==> src/rtl/mem_port_arbiter.sv <==
// Shares one memory port between instruction fetch and the data stage.
// Data wins by default; a starvation counter forces a fetch grant after STARVE_MAX data grants.
module mem_port_arbiter #(
    parameter int unsigned ADDR_W     = 32,
    parameter int unsigned DATA_W     = 32,
    parameter int unsigned STARVE_MAX = 4
) (
    input  logic              clk,
    input  logic              rst_n,
    input  logic              if_req,
    input  logic [ADDR_W-1:0] if_addr,
    output logic              if_gnt,
    output logic              if_rvalid,
    output logic [DATA_W-1:0] if_rdata,
    input  logic              dm_req,
    input  logic [ADDR_W-1:0] dm_addr,
    input  logic [3:0]        dm_we,
    input  logic [DATA_W-1:0] dm_wdata,
    output logic              dm_gnt,
    output logic              dm_rvalid,
    output logic [DATA_W-1:0] dm_rdata,
    output logic              mem_req,
    output logic [ADDR_W-1:0] mem_addr,
    output logic [3:0]        mem_we,
    output logic [DATA_W-1:0] mem_wdata,
    input  logic              mem_ready,
    input  logic [DATA_W-1:0] mem_rdata,
    output logic [1:0]        dbg_state
);
    // Handshake: a requester holds req and its payload until it sees gnt in the same
    // cycle; gnt only rises at an arbitration point (IDLE, or BUSY with mem_ready).
    localparam int unsigned CNT_W = $clog2(STARVE_MAX + 1);

    typedef enum logic [1:0] {
        IDLE    = 2'd0,
        BUSY_IF = 2'd1,
        BUSY_DM = 2'd2
    } state_e;

    state_e              state_q, state_d;
    logic [CNT_W-1:0]    starve_cnt_q, starve_cnt_d;
    logic                mem_req_q, mem_req_d;
    logic [ADDR_W-1:0]   mem_addr_q, mem_addr_d;
    logic [3:0]          mem_we_q, mem_we_d;
    logic [DATA_W-1:0]   mem_wdata_q, mem_wdata_d;
    logic                if_rvalid_q, if_rvalid_d;
    logic                dm_rvalid_q, dm_rvalid_d;
    logic [DATA_W-1:0]   if_rdata_q, if_rdata_d;
    logic [DATA_W-1:0]   dm_rdata_q, dm_rdata_d;
    logic                arb_point;
    logic                win_if;
    logic                win_dm;

    always_comb begin
        arb_point = (state_q == IDLE) || mem_ready;
        win_if    = 1'b0;
        win_dm    = 1'b0;
        if (arb_point) begin
            if (if_req && (starve_cnt_q == CNT_W'(STARVE_MAX))) begin
                win_if = 1'b1;
            end else if (dm_req) begin
                win_dm = 1'b1;
            end else if (if_req) begin
                win_if = 1'b1;
            end
        end

        state_d      = state_q;
        starve_cnt_d = starve_cnt_q;
        mem_req_d    = mem_req_q;
        mem_addr_d   = mem_addr_q;
        mem_we_d     = mem_we_q;
        mem_wdata_d  = mem_wdata_q;
        if_rvalid_d  = 1'b0;
        dm_rvalid_d  = 1'b0;
        if_rdata_d   = if_rdata_q;
        dm_rdata_d   = dm_rdata_q;

        // Completion of the in-flight access; a ready seen in IDLE belongs to nobody.
        if ((state_q == BUSY_IF) && mem_ready) begin
            if_rvalid_d = 1'b1;
            if_rdata_d  = mem_rdata;
        end
        if ((state_q == BUSY_DM) && mem_ready) begin
            dm_rvalid_d = 1'b1;
            dm_rdata_d  = mem_rdata;
        end

        if (win_if) begin
            state_d      = BUSY_IF;
            starve_cnt_d = '0;
            mem_req_d    = 1'b1;
            mem_addr_d   = if_addr;
            mem_we_d     = 4'b0000;
            mem_wdata_d  = '0;
        end else if (win_dm) begin
            state_d     = BUSY_DM;
            mem_req_d   = 1'b1;
            mem_addr_d  = dm_addr;
            mem_we_d    = dm_we;
            mem_wdata_d = dm_wdata;
            if (!if_req) begin
                starve_cnt_d = '0;
            end else if (starve_cnt_q != CNT_W'(STARVE_MAX)) begin
                starve_cnt_d = starve_cnt_q + CNT_W'(1);
            end
        end else if (arb_point) begin
            state_d   = IDLE;
            mem_req_d = 1'b0;
        end
    end

    always_ff @(posedge clk or negedge rst_n) begin
        if (!rst_n) begin
            state_q      <= IDLE;
            starve_cnt_q <= '0;
            mem_req_q    <= 1'b0;
            mem_addr_q   <= '0;
            mem_we_q     <= 4'b0000;
            mem_wdata_q  <= '0;
            if_rvalid_q  <= 1'b0;
            dm_rvalid_q  <= 1'b0;
            if_rdata_q   <= '0;
            dm_rdata_q   <= '0;
        end else begin
            state_q      <= state_d;
            starve_cnt_q <= starve_cnt_d;
            mem_req_q    <= mem_req_d;
            mem_addr_q   <= mem_addr_d;
            mem_we_q     <= mem_we_d;
            mem_wdata_q  <= mem_wdata_d;
            if_rvalid_q  <= if_rvalid_d;
            dm_rvalid_q  <= dm_rvalid_d;
            if_rdata_q   <= if_rdata_d;
            dm_rdata_q   <= dm_rdata_d;
        end
    end

    // Grants are combinational, so they are masked while reset is held.
    assign if_gnt    = win_if & rst_n;
    assign dm_gnt    = win_dm & rst_n;
    assign if_rvalid = if_rvalid_q;
    assign dm_rvalid = dm_rvalid_q;
    assign if_rdata  = if_rdata_q;
    assign dm_rdata  = dm_rdata_q;
    assign mem_req   = mem_req_q;
    assign mem_addr  = mem_addr_q;
    assign mem_we    = mem_we_q;
    assign mem_wdata = mem_wdata_q;
    assign dbg_state = state_q;
endmodule

==> config.mk <==
export PLATFORM = sky130hd
export DESIGN_NAME = mem_port_arbiter
export DESIGN_NICKNAME = d
export VERILOG_FILES = /design/src/rtl/mem_port_arbiter.sv
export SDC_FILE = /design/constraint.sdc
export NUM_CORES = 1
export LEC_CHECK = 0
export CAP_MARGIN = 10
export CORE_ASPECT_RATIO = 2
export CORE_MARGIN = 1
export CORE_UTILIZATION = 44
export DETAILED_ROUTE_END_ITERATION = 7
export HOLD_SLACK_MARGIN = 0.15
export MAX_ROUTING_LAYER = met4
export PLACE_DENSITY = 0.89
export SLEW_MARGIN = 10
export SYNTH_ARGS = -nofsm -noshare
export SYNTH_HDL_FRONTEND = slang
export SYNTH_SLANG_ARGS = --single-unit
==> constraint.sdc <==
create_clock -name clk -period 3 [get_ports clk]
set_input_delay 0.6 -clock clk [delete_from_list [all_inputs] [get_ports clk]]
set_output_delay 0.6 -clock clk [all_outputs]
set_load 0.02 [all_outputs]
== Yosys cells after proc, flatten, opt, wreduce, memory -nomap -nowiden ==
Cells that the tools add are included.

* Flip-flop bits (word level): 140
* Input bits: 137
* Output and inout port bits: 139
* Logic and storage cells: 51

* Add/sub/neg operators: 1
* Equality and inequality tests: 5
* Multiplexer cells: 25
* Bitwise operators: 2
* Reduce and logical (&&, ||, !) cells: 8

{| class="wikitable"
|+ Operators by type and width
! operator !! number
|-
| $mux W32 || 4
|-
| $mux W1 || 12
|-
| $mux W3 || 4
|-
| $mux W4 || 2
|-
| $mux W2 || 3
|-
| $add A3 B1 Y3 const B || 1
|-
| $eq A3 B3 Y1 const B || 1
|-
| $logic_and A1 B1 Y1 || 3
|-
| $ne A3 B1 Y1 const B || 1
|-
| $ne A3 B3 Y1 const B || 1
|-
| $reduce_bool A3 Y1 || 1
|-
| $and A1 B1 Y1 || 2
|-
| $eq A2 B1 Y1 const B || 1
|-
| $eq A2 B2 Y1 const B || 1
|-
| $logic_not A2 Y1 || 1
|-
| $reduce_and A2 Y1 || 1
|-
| $reduce_bool A2 Y1 || 1
|-
| $logic_or A1 B1 Y1 || 1
|}

== Logic depth before layout (Yosys ltp) ==
* Depth after elaboration: 6
* Mapped depth: 7
* Depth with buffers taken out: 5

== Least setup slack after synthesis ==
OpenSTA, ideal clock, no wires.

* Path kind: input-to-output
* Start: input port dm_req
* End: output port if_gnt
* Data arrival time: 1.629 ns
* Required time: 2.400 ns
* Slack: 0.771 ns
* Cell stages on the path: 6
* Buffers on the path: 3
* Cell sequence: buf_2 a21bo_2 buf_4 buf_2 nand2_1 nor2_1

* Word-level cells in the longest chain between the ends: 4

{| class="wikitable"
|+ Ends and longest elaborated chain
! item !! RTL line !! text
|-
| start, declared || 15 || <nowiki>input logic dm_req,</nowiki>
|-
| $mux W1 || 61 || <nowiki>end else if (dm_req) begin</nowiki>
|-
| $mux W1 || 59 || <nowiki>if (if_req && (starve_cnt_q == CNT_W'(STARVE_MAX))) begin</nowiki>
|-
| $mux W1 || 58 || <nowiki>if (arb_point) begin</nowiki>
|-
| $and A1 B1 Y1 || 140 || <nowiki>assign if_gnt = win_if & rst_n;</nowiki>
|-
| end, declared || 12 || <nowiki>output logic if_gnt,</nowiki>
|}

No other way between the ends.

== Worst setup path in the final report ==
* Start: register starve_cnt_q[0]
* End: output port if_gnt

* Word-level cells in the longest chain between the ends: 5

{| class="wikitable"
|+ Ends and longest elaborated chain
! item !! RTL line !! text
|-
| start, declared || 41 || <nowiki>logic [CNT_W-1:0] starve_cnt_q, starve_cnt_d;</nowiki>
|-
| start signal, assigned || 127 || <nowiki>starve_cnt_q <= starve_cnt_d;</nowiki>
|-
| $eq A3 B3 Y1 || 59 ||
|-
| $logic_and A1 B1 Y1 || 59 ||
|-
| $mux W1 || 59 ||
|-
| $mux W1 || 58 ||
|-
| $and A1 B1 Y1 || 140 ||
|}

No other way between the ends.

==> reports/qor.yml <==
drt:
  firstDrtPassIters: 5
  post-route-drc-count: 0
  drt-total-wl_um: 16980
  routed-via-count: 4826
  via_per_inst: 5.503
  antenna_left: 0
  drtIter0Drc: 291
  wl_per_cell_um: 19.36
synthesis:
  synth_edf_count: 0
  synthArstFlopShare_pct: 100.0
  syn_area_per_cell_um2: 13.07
  yosysSeqAreaShare_pct: 60.66
  syn_area_um2: 5776
  synth_seq_cells: 140
  syn_inst: 442
  synth.distinct_cells: 31
  synth_warnings: 0
  synthFlopType: "dfrtp_1"
  synth.net_count: 581
setup_path:
  critPathLaunch: "starve_cnt_q[0]"
  critPathMaxStageDelay_ps: 610
  path_max_fanout: 5
  r2r-start: "dbg_state[1]"
  cp-end-kind: "output port"
  crit_type: "register to output port"
  r2r_end: "starve_cnt_q[1]"
  r2r_cells: 5
  path_cells: "inv_1, ha_1, a21bo_2, nand2_1, nor2_1, clkdlybuf4s50_1"
  startpoint_type: "register"
  crit_slowest_cell: "clkdlybuf4s50_1"
  cp.arrival_ps: 2180
  cp.required_ps: 2400
  crit_end: "if_gnt"
  r2r_slack_ps: 1110
finish:
  nets: 853
  utilization_pct: 72.60
  final_cells: 877
  drive_above_1_share_pct: 18.71
  syn2layout_area_growth_pct: 59.64
  diodes: 0
clocking:
  clk_pin_slew_ps: 60
  hold_buffers: 0
  cts_sinks: 140
  clock_path_buffers: 2
  clk_latency_ps: 410
  ctsHtreeMaxLevel: 4
  tritoncts: "done"
  post_cts_resized: 0
  post-cts-setup-buffers: 0
  cts-root-buf: "clkbuf_16"
  numCtsBuffers: 17
place:
  pre_cts_ws_ps: 318.4
  portBuffers: 275
  gp_congestion: 0.9067
  place_hpwl_um: 12580
  dp.cells: 845
job:
  cap_violations: 0
grt:
  grt_max_degree: 141
  grt_use_total_pct: 26.41
  gr-total-overflow: 0
  antenna_found_initial: 0
  first_global_vias: 5213
  grt_pass1_wl_um: 26960
pwr:
  p_leak_uw: 0.003842
  cellPowerDensity_nw_per_um2: 766.2
  ir_worst_vdd_uv: 516.9
sta:
  setup_ws_ps: 223.1
  worst_pin_slew_ps: 743.0
  finalCriticalPeriod_ps: 2777
  relSlewSlack_pct: 50.47
  rsz0062_at_grt: "no"
  fmax_mhz: 360.1
  drv_slew: 0
  tns_ps: 0
  skew_ps: 13.05
  period_share_pct: 92.56
  finalSetupViolations: 0
  final_hold_viol_count: 0
die:
  io-pin-count: 276
  die-width_um: 83.02
  die-area_um2: 13620
  placementRows: 58
  start_util_pct: 45.48
  core_area_um2: 12700
  die_y_um: 164.0
outcome:
  status: "complete, no violations"
worst_hold_path:
  hold_path_class: "input port to asynchronous set/reset pin"
-- per-layer routing --
metal | wire length (um) | vias up | part of all wire, % | global-route usage, %
met1 | 5746 | 2332 | 34 | 26.50
met3 | 1092 | 43 | 6.4 | 6.231
met2 | 9514 | 269 | 56 | 47.76
met5 | 0 | - | 0 | -
li1 | - | 2182 | - | -
met4 | 629 | 0 | 3.7 | 12.77
-- cell families (layout without fill, tap and decap cells) --
kind of cell	Yosys count	in the layout	synth area share, %
AO/OA/AOI/OAI	138	138	18.05
adder cells (fa/ha/maj)	2	2	0.4332
buffers and inverters	44	329	3.899
flip-flops	140	140	60.66
multiplexers	64	64	12.48
AND/OR/NAND/NOR	54	54	4.484
-- sequential cells by signal, summed over array words and instances, names as in the netlist --
signal        count
dm_rdata         32
if_rdata         32
mem_addr         32
mem_wdata        32
mem_we            4
starve_cnt_q      3
dbg_state         2
dm_rvalid         1
if_rvalid         1
mem_req           1
-- cells in the mapped netlist, types with 2 or more instances --
| library cell | instances | share of area [%] |
|---|---|---|
| a22o_1 | 41 | 6.2 |
| and3_1 | 2 | 0.22 |
| a21oi_1 | 28 | 2.4 |
| nand2_1 | 17 | 1.1 |
| ha_1 | 2 | 0.43 |
| nand3b_1 | 2 | 0.26 |
| buf_2 | 21 | 1.8 |
| a31oi_2 | 20 | 4.3 |
| o21ai_0 | 27 | 2.3 |
| clkbuf_1 | 9 | 0.58 |
| o22ai_1 | 6 | 0.65 |
| buf_6 | 3 | 0.58 |
| a31oi_1 | 8 | 0.87 |
| inv_1 | 7 | 0.46 |
| nor2_1 | 2 | 0.13 |
| buf_4 | 3 | 0.39 |
| nand3_1 | 28 | 2.4 |
| dfrtp_1 | 140 | 61 |
| mux2_2 | 64 | 12 |
-- cell type report --
class / instances / area (um^2)
Clock buffer: 19 / 442.9
Clock inverter: 13 / 126.4
Fill cell: 842 / 3480
Inverter: 7 / 26.28
Multi-Input combinational cell: 258 / 2054
Sequential cell: 140 / 3503
Tap cell: 150 / 187.7
Timing Repair Buffer: 290 / 2879
-- where the power goes --
| part | leakage, uW | internal (uW) | switching (uW) |
|---|---|---|---|
| Sequential | 0.00169 | 2340 | 271 |
| Clock | 0.000280 | 1180 | 832 |
| Combinational | 0.00188 | 1280 | 1160 |
| Total | 0.00384 | 4800 | 2270 |
-- cells in the final DEF (no fill, tap or decap), types with 6 or more instances in the layout --
master,netlist,final
a21oi_1,28,28
a22o_1,41,41
a31oi_1,8,8
a31oi_2,20,20
buf_4,3,14
clkbuf_16,0,17
clkdlybuf4s50_1,0,274
dfrtp_1,140,140
inv_1,7,7
inv_6,0,7
mux2_2,64,64
nand2_1,17,17
nand3_1,28,28
o21ai_0,27,27
o22ai_1,6,6
-- worst min-delay path by stage --
stage / end / slack [ps] / cells past startpoint
3_3_place_gp: mem_req / 470 / 2
6_report: mem_addr[20] / 300 / 2
4_1_cts: mem_addr[20] / 350 / 2
5_1_grt: mem_addr[20] / 370 / 2
2_1_floorplan: dbg_state[0] / 300 / 0
3_5_place_dp: mem_req / 480 / 2
-- metrics by stage --
stage / cell area (um^2) / hold slack, ps / power, uW
detailed placement: 8651 / 475.9 / 5083
CTS: 9220 / 346.2 / 7130
global route: 9220 / 373.5 / 7360
global placement: 8651 / 470.6 / 4998
floorplan: 5776 / 304.4 / 3742
finish: 9220 / 301.7 / 7064
-- worst max-delay path, delay by kind of cell (launching register included) --
kind | cells | cell delay [ps]
buf+inv | 2 | 710
flops | 1 | 380
fa+ha+maj | 1 | 310
compound gates | 1 | 190
simple gates | 2 | 180
(Power assumes the default switching activity.)
